$ cat src/rtl/phys_reg_freelist_pkg.sv
// Shared sizing and reset-tag definitions for the physical register free list,
// so rename and retire agree on tag width, list depth and initial contents.
package phys_reg_freelist_pkg;

   localparam int NUM_PHYS_REGS_DEF = 64;
   localparam int NUM_ARCH_REGS_DEF = 32;
   localparam int LOG_PHYS          = $clog2(NUM_PHYS_REGS_DEF);
   localparam int DEPTH             = NUM_PHYS_REGS_DEF - NUM_ARCH_REGS_DEF;

   // Tags below num_arch hold the architectural mapping at reset; entry i starts free.
   function automatic int reset_tag(input int num_arch, input int i);
      return num_arch + i;
   endfunction

endpackage

$ cat src/rtl/phys_reg_freelist_ptr.sv
// Modulo-N pointer register with increment enable; wraps N-1 -> 0 explicitly,
// so N need not be a power of two.
module freelist_ptr
   import phys_reg_freelist_pkg::*;
#(
   parameter  int N_ENTRIES = DEPTH,
   localparam int PW        = (N_ENTRIES > 1) ? $clog2(N_ENTRIES) : 1
) (
   input  logic          clk,
   input  logic          rst_n,
   input  logic          inc,
   output logic [PW-1:0] ptr
);

   localparam logic [PW-1:0] LAST = PW'(N_ENTRIES - 1);

   // NOTE: sequential state uses non-blocking assignments so every flop samples
   // pre-edge values, independent of block evaluation order.
   always_ff @(posedge clk or negedge rst_n) begin
      if (!rst_n)
         ptr <= '0;
      else if (inc)
         ptr <= (ptr == LAST) ? '0 : ptr + 1'b1;
   end

endmodule

$ cat src/rtl/phys_reg_freelist.sv
// Circular free list of physical register tags: one grant and one release per cycle.
// Optional same-cycle release-to-grant bypass on an empty list: FREELIST_BYPASS_EN.
module phys_reg_freelist
   import phys_reg_freelist_pkg::*;
#(
   parameter  int NUM_PHYS_REGS = NUM_PHYS_REGS_DEF,
   parameter  int NUM_ARCH_REGS = NUM_ARCH_REGS_DEF,
   localparam int L_PHYS        = $clog2(NUM_PHYS_REGS),
   localparam int L_DEPTH       = NUM_PHYS_REGS - NUM_ARCH_REGS
) (
   input  logic              CLK,
   input  logic              RESET,
   input  logic              AllocReq_IN,
   output logic              AllocValid_OUT,
   output logic [L_PHYS-1:0] AllocReg_OUT,
   output logic [L_PHYS-1:0] BusyReg_OUT,
   output logic              SetBusy_OUT,
   input  logic              ReleaseValid_IN,
   input  logic [L_PHYS-1:0] ReleaseReg_IN,
   output logic [L_PHYS:0]   Count_OUT,
   output logic              Error_OUT
);

   localparam int            PW       = (L_DEPTH > 1) ? $clog2(L_DEPTH) : 1;
   localparam logic [L_PHYS:0] FULL_CNT = (L_PHYS + 1)'(L_DEPTH);

   logic [L_PHYS-1:0] mem [L_DEPTH];
   logic [PW-1:0]     head;
   logic [PW-1:0]     tail;
   logic [L_PHYS:0]   count;
   logic              error_q;

   logic empty, full, fire, bypass_take, head_inc, release_ok, overflow;

   assign empty = (count == '0);
   assign full  = (count == FULL_CNT);

`ifdef FREELIST_BYPASS_EN
   logic bypass;
   assign bypass         = empty & ReleaseValid_IN;
   assign AllocValid_OUT = !empty | bypass;
   assign AllocReg_OUT   = bypass ? ReleaseReg_IN : mem[head];
   assign bypass_take    = bypass & AllocReq_IN;
`else
   assign AllocValid_OUT = !empty;
   assign AllocReg_OUT   = mem[head];
   assign bypass_take    = 1'b0;
`endif

   assign fire        = AllocReq_IN & AllocValid_OUT;
   assign SetBusy_OUT = fire;
   assign BusyReg_OUT = AllocReg_OUT;

   // A bypassed grant consumes the released tag directly, so neither pointer moves.
   assign head_inc   = fire & !empty;
   assign release_ok = ReleaseValid_IN & (!full | fire) & !bypass_take;
   assign overflow   = ReleaseValid_IN & full & !fire;

   freelist_ptr #(.N_ENTRIES(L_DEPTH)) u_head (
      .clk(CLK), .rst_n(RESET), .inc(head_inc), .ptr(head)
   );

   freelist_ptr #(.N_ENTRIES(L_DEPTH)) u_tail (
      .clk(CLK), .rst_n(RESET), .inc(release_ok), .ptr(tail)
   );

   // NOTE: the tag array is built from resettable flops because its reset
   // contents are the initial free tags; a RAM macro could not provide them.
   always_ff @(posedge CLK or negedge RESET) begin
      if (!RESET) begin
         for (int i = 0; i < L_DEPTH; i++)
            mem[i] <= L_PHYS'(reset_tag(NUM_ARCH_REGS, i));
      end else if (release_ok) begin
         mem[tail] <= ReleaseReg_IN;
      end
   end

   always_ff @(posedge CLK or negedge RESET) begin
      if (!RESET) begin
         count   <= FULL_CNT;
         error_q <= 1'b0;
      end else begin
         count   <= count + (L_PHYS + 1)'(release_ok) - (L_PHYS + 1)'(head_inc);
         error_q <= error_q | overflow;
      end
   end

   assign Count_OUT = count;
   assign Error_OUT = error_q;

endmodule

$ cat config.mk
export PLATFORM = sky130hd
export DESIGN_NAME = phys_reg_freelist
export DESIGN_NICKNAME = d
export VERILOG_FILES = /design/src/rtl/phys_reg_freelist_pkg.sv /design/src/rtl/phys_reg_freelist_ptr.sv /design/src/rtl/phys_reg_freelist.sv
export SDC_FILE = /design/constraint.sdc
export NUM_CORES = 1
export LEC_CHECK = 0
export ABC_AREA = 1
export BUFFER_PORTS_ARGS = -buffer_cell sky130_fd_sc_hd__buf_4
export CORE_ASPECT_RATIO = 1.4
export CORE_MARGIN = 2
export CORE_UTILIZATION = 42
export CTS_CLUSTER_SIZE = 28
export DETAILED_ROUTE_END_ITERATION = 6
export GPL_TIMING_DRIVEN = 0
export SKIP_LAST_GASP = 1
export SYNTH_ARGS = -nofsm -noshare
export SYNTH_HDL_FRONTEND = slang
export SYNTH_HIERARCHICAL = 1
export SYNTH_SLANG_ARGS = --single-unit
$ cat constraint.sdc
create_clock -name CLK -period 5.2 [get_ports CLK]
set_clock_uncertainty 0.1 [all_clocks]
set_input_delay 1.04 -clock CLK [delete_from_list [all_inputs] [get_ports CLK]]
set_output_delay 1.04 -clock CLK [all_outputs]
set_load 0.01 [all_outputs]
[Word-level counts from Yosys, hierarchy flattened]
Index checks and enable logic that the tools add are counted.
Word-level totals
  input port bits: 10
  output and inout port bits: 22
  register bits: 210
Operators by class
  bitwise logic cells: 9
  $lt $le $gt $ge: 3
  equality and inequality tests: 3
  add/sub/neg operators: 4
  mux-type cells: 8
  reductions and logical operators: 5
Operators with widths (number)
  $bwmux 192: 1
  $bmux 6 s5: 1
  $demux 6 s5: 1
  $mux 6: 3
  $ge 6x6->1 const B: 2
  $not 5->6: 2
  $add 5x1->5 const B: 2
  $eq 5x5->1 const B: 2
  $mux 5: 2
  $add 7x1->7: 1
  $eq 7x6->1 const B: 1
  $logic_not 7->1: 1
  $sub 7x1->7: 1
  $lt 6x1->1 const B: 1
  $and 1x1->1: 5
  $logic_not 1->1: 3
  $or 1x1->1: 2
  $logic_and 1x1->1: 1

[Logic depth before layout (Yosys ltp)]
  depth after elaboration: 7
  depth in mapped cells: 15
  mapped depth without buffers: 13

[By module]
The synthesis kept the hierarchy.
Modules (own cells, without submodules)
  phys_reg_freelist: seq. area each 5146.2 um2, area an instance 11165.7 um2, cells an instance 1441, times used 1
  freelist_ptr: seq. area each 125.1 um2, area an instance 271.5 um2, cells an instance 26, times used 2

[Worst setup path after synthesis]
OpenSTA, ideal clock, no wires.
  path type: input -> register
  start point: in AllocReq_IN
  end point: reg count[6], in the netlist Count_OUT[6]
  data arrival time: 2953 ps
  data required time: 4974 ps
  stages: 12
  path buffers: 2
  slack: 2021 ps
  path through: inv_1 -> o2111ai_1 -> buf_2 -> buf_2 -> nand2_1 -> ha_1 -> inv_1 -> ha_1 -> fa_1 -> nand4_1 -> nand3_1 -> xor2_1
On the way
  longest elaborated chain between the ends: 5
Ends and longest elaborated chain
  start, declared: line phys_reg_freelist.sv:13  | input logic AllocReq_IN,
  $and 1x1->1 *: line phys_reg_freelist.sv:50  | assign fire = AllocReq_IN & AllocValid_OUT;
  $or 1x1->1: line phys_reg_freelist.sv:56  | assign release_ok = ReleaseValid_IN & (!full | fire) & !bypass_take;
  $and 1x1->1: line phys_reg_freelist.sv:56
  $add 7x1->7: line phys_reg_freelist.sv:83  | count <= count + (L_PHYS + 1)'(release_ok) - (L_PHYS + 1)'(head_inc);
  $sub 7x1->7 *: line phys_reg_freelist.sv:83
  end signal, assigned: line phys_reg_freelist.sv:83
  end, declared: line phys_reg_freelist.sv:30  | logic [L_PHYS:0] count;
Every way passes the cells marked *; elsewhere a longest branch is shown, timed or not.
A chain may end at the register's enable or synchronous reset.

[Final worst setup path]
  start point: reg u_head.ptr[1]
  end point: out BusyReg_OUT[1]
On the way
  longest elaborated chain between the ends: 4
Ends and longest elaborated chain
  start, declared: line phys_reg_freelist_ptr.sv:12  | output logic [PW-1:0] ptr
  start signal, assigned: line phys_reg_freelist_ptr.sv:23  | ptr <= (ptr == LAST) ? '0 : ptr + 1'b1;
  $not 5->6 (implied by the code): line phys_reg_freelist.sv:46  | assign AllocReg_OUT = mem[head];
  $bmux 6 s5: line phys_reg_freelist.sv:46
  $mux 6 (implied by the code) (2 in series): line phys_reg_freelist.sv:46
  end, declared: line phys_reg_freelist.sv:16  | output logic [L_PHYS-1:0] BusyReg_OUT,
Every way passes these cells. The select of a mux whose other input is x is not followed.

==> metrics.yaml <==
outcome: "finished, violations left"
violations: "DRC"
r2r_slack_ns: 1.86
post_synth_and_or_nand_nor_area_fraction_pct: 44.1
critical_path_class: "reg2out"
static_leakage_power_uw: 0.00624
grt_max_degree: 118
hold_viol_final: 0
rr_worst_depth: 13
cts_hold_buf: 0
asyncSetResetFlopFracSynth_pct: 100
number_of_stages_on_the_worst_hold_path: 2
clock_insertion_delay_worst_skew_ns: 0.53
dr.max_layer_used: "met4"
critPathRequiredTime_ns: 4.06
synth.top_cells.by_count: "nand2_1 (671), nand4_1 (194), nand3_1 (157), dfstp_2 (113), dfrtp_1 (97)"
die_w_um: 145
tritoncts: "built"
post_route_cells_drive_above_1_share_pct: 20.4
maximum_clock_rate_mhz: 239
post_drt_wl_per_cell_um: 20.8
finalCritPeriodShare_pct: 80.5
synth-warning-count: 6
post_synth_xor_area_fraction_pct: 0.449
sink_count_of_the_clock_tree: 210
cts_buffer_depth: 3
cts_buffers: 23
syn_to_final_growth_pct: 12.5
die-area_um2: 29200
finalNetCount: 1574
dp_area_um2: 12400
most_area_consuming_cells_after_synthesis: "dfstp_2 (25%), nand2_1 (22%), dfrtp_1 (21%)"
power_density_nw_per_um2: 637
post_synth_inst_count: 1493
root_buffer: "clkbuf_16"
cp.arrival_ns: 3.04
die_height_um: 202
drtAntennaViolNets: 0
antenna_diode_count: 0
dr_wl_met2_mm: 19.3
critical_path_peak_fanout: 10
clkTransAtPathRegs_ns: 0.06
post_synth.cell_area_avg_um2: 7.84
timing.final.setup_violations: 0
final_util_pct: 47.8
grt_pass1_vias: 10600
wirelength_mm: 40.2
worstHoldPathType: "reg2reg"
relSlewSlack_pct: 38.3
unrepaired_setup_endpoints_after_global_routing: "false"
max_slew.worst_pin.slew_ns: 0.925
cts_resized: 0
htreeDepth: 1
dp_hpwl_mm: 27.6
portBuffers: 30
number_of_distinct_standard_cells_referenced_by_the_synthesized_netlist: 31
post-synth-top-count-cell: "nand2_1"
synth_enable_flop_cells: 0
post_cts.repair.setup_buffers: 0
starting_density_pct: 42.5
via_count: 10900
report.final.slew_viol_count: 0
ir_worst_vdd_mv: 0.328
yosysSeqAreaShare_pct: 46.1
synth-main-ff-cell: "dfstp_2"
drt-initial-drc-count: 1042
grt_usage_pct: 27.3
critical_path.startpoint_type: "register"
pin_count: 32
grt_pass1_wl_mm: 62.0
detailedRoute.firstPassIterationCount: 7
met3WireLength_mm: 2.51
total_neg_setup_slack_ns: 0
combinational_family_with_the_most_area_after_synthesis: "simple AND/OR/NAND/NOR gates"
post-synth-top-area-fraction_pct: 25.4
total_drc_errors_in_the_routed_layout: 4
nFillCells: 2856
synthAdderAreaFrac_pct: 1.67
dr_vias_cell: 5.66
final_design_area_no_fill_um2: 13200
grt-ovfl-total: 0
synth.net_count: 1518
synthesis.area_um2: 11700
crit_path_end_kind: "output pin"
max_cap_violations: 0
synth_compound_gate_area_share_pct: 0.534
synth_seq_cells: 210
finalWorstPathRequiredPeriod_ns: 4.18
met1Wirelength_mm: 16.3
post-synth-top-area-cell: "dfstp_2"
global_placer_s_final_weighted_congestion: 0.926
core_area_um2: 27600
placementRows: 72
grt_antenna_before_repair: 0
fraction_of_synthesized_area_in_multiplexers_pct: 0.513
[through the flow]
step                      power [uW]  instances  setup slack, ns  hold slack (ns)
after detailed placement        6700       1894             1.46            0.352
after global routing            8900       1934            0.916            0.370
after global placement          6630       1893             1.43            0.349
after CTS                       8360       1934             1.07            0.362
after floorplan                 5340       1493             2.02            0.342
final                           8400       1934             1.02            0.360
[cell usage in the layout (no fill, tap or decap), drive strengths merged]
cell type and n:
a31oi 3, nand3 189, o2111ai 1, mux2 4
nand4 194, clkinv 2, o21bai 2, clkbuf 71
xnor2 1, dfrtp 97, buf 112, and3 2
a21oi 4, nor3b 1, nand2 677, dfstp 113
ha 14, inv 25, xor2 5, nor2 46
fa 1
[area by class of cell]
type / count / area [um2] / share of cell area (%)
multi-input cells: 1144 / 5540 / 42.0
flip-flops and latches: 210 / 5400 / 41.0
clock buffers: 38 / 732 / 5.56
plain buffers: 114 / 677 / 5.14
well taps: 370 / 463 / 3.51
repair buffers: 31 / 260 / 1.98
inverters: 25 / 96.3 / 0.731
clock inverters: 2 / 10.0 / 0.0760
[routing by layer]
metal  GRT usage (%)  up-vias
li1                -     5121
met4            14.3        0
met1            35.0     5265
met2            45.3      436
met5               0        -
met3            3.45      120
[where the power goes]
part	total, uW	switching [uW]	internal [uW]
Combinational	3640	2380	1260
Clock	1640	689	952
Sequential	3120	504	2620
Total	8400	3570	4830
[cell families after synthesis]
logic type      after synthesis
xor+xnor                      6
fa+ha+maj                    15
buf+inv                     139
compound gates               10
flops                       210
mux                           4
simple gates               1109
[sequential cells by signal, indices dropped and copies added (netlist names)]
signal      flops
mem           192
Count_OUT       7
u_head/ptr      5
u_tail/ptr      5
Error_OUT       1
[critical path, cell delays in order, from the launching register on]
cell      delay [ns]
dfrtp_1         0.46
inv_2           0.10
buf_4           0.20
clkbuf_1        0.64
nand3_1         0.24
nand3_1         0.20
nand2_1         0.08
nand2_1         0.06
nand2_1         0.06
nand2_1         0.07
nand2_1         0.12
buf_4           0.15
buf_4           0.13
[path summary, 6_finish.rpt]
path	from	to
setup / recovery	u_head/ptr[1]	BusyReg_OUT[1]
hold / removal	mem[71]	mem[71]
setup reg to reg	Count_OUT[5]	Count_OUT[6]
hold reg to reg	mem[71]	mem[71]
max in group asynchronous	RESET	mem[36]
min in group asynchronous	RESET	Error_OUT
Note: power is estimated with default switching activity, not from simulation.
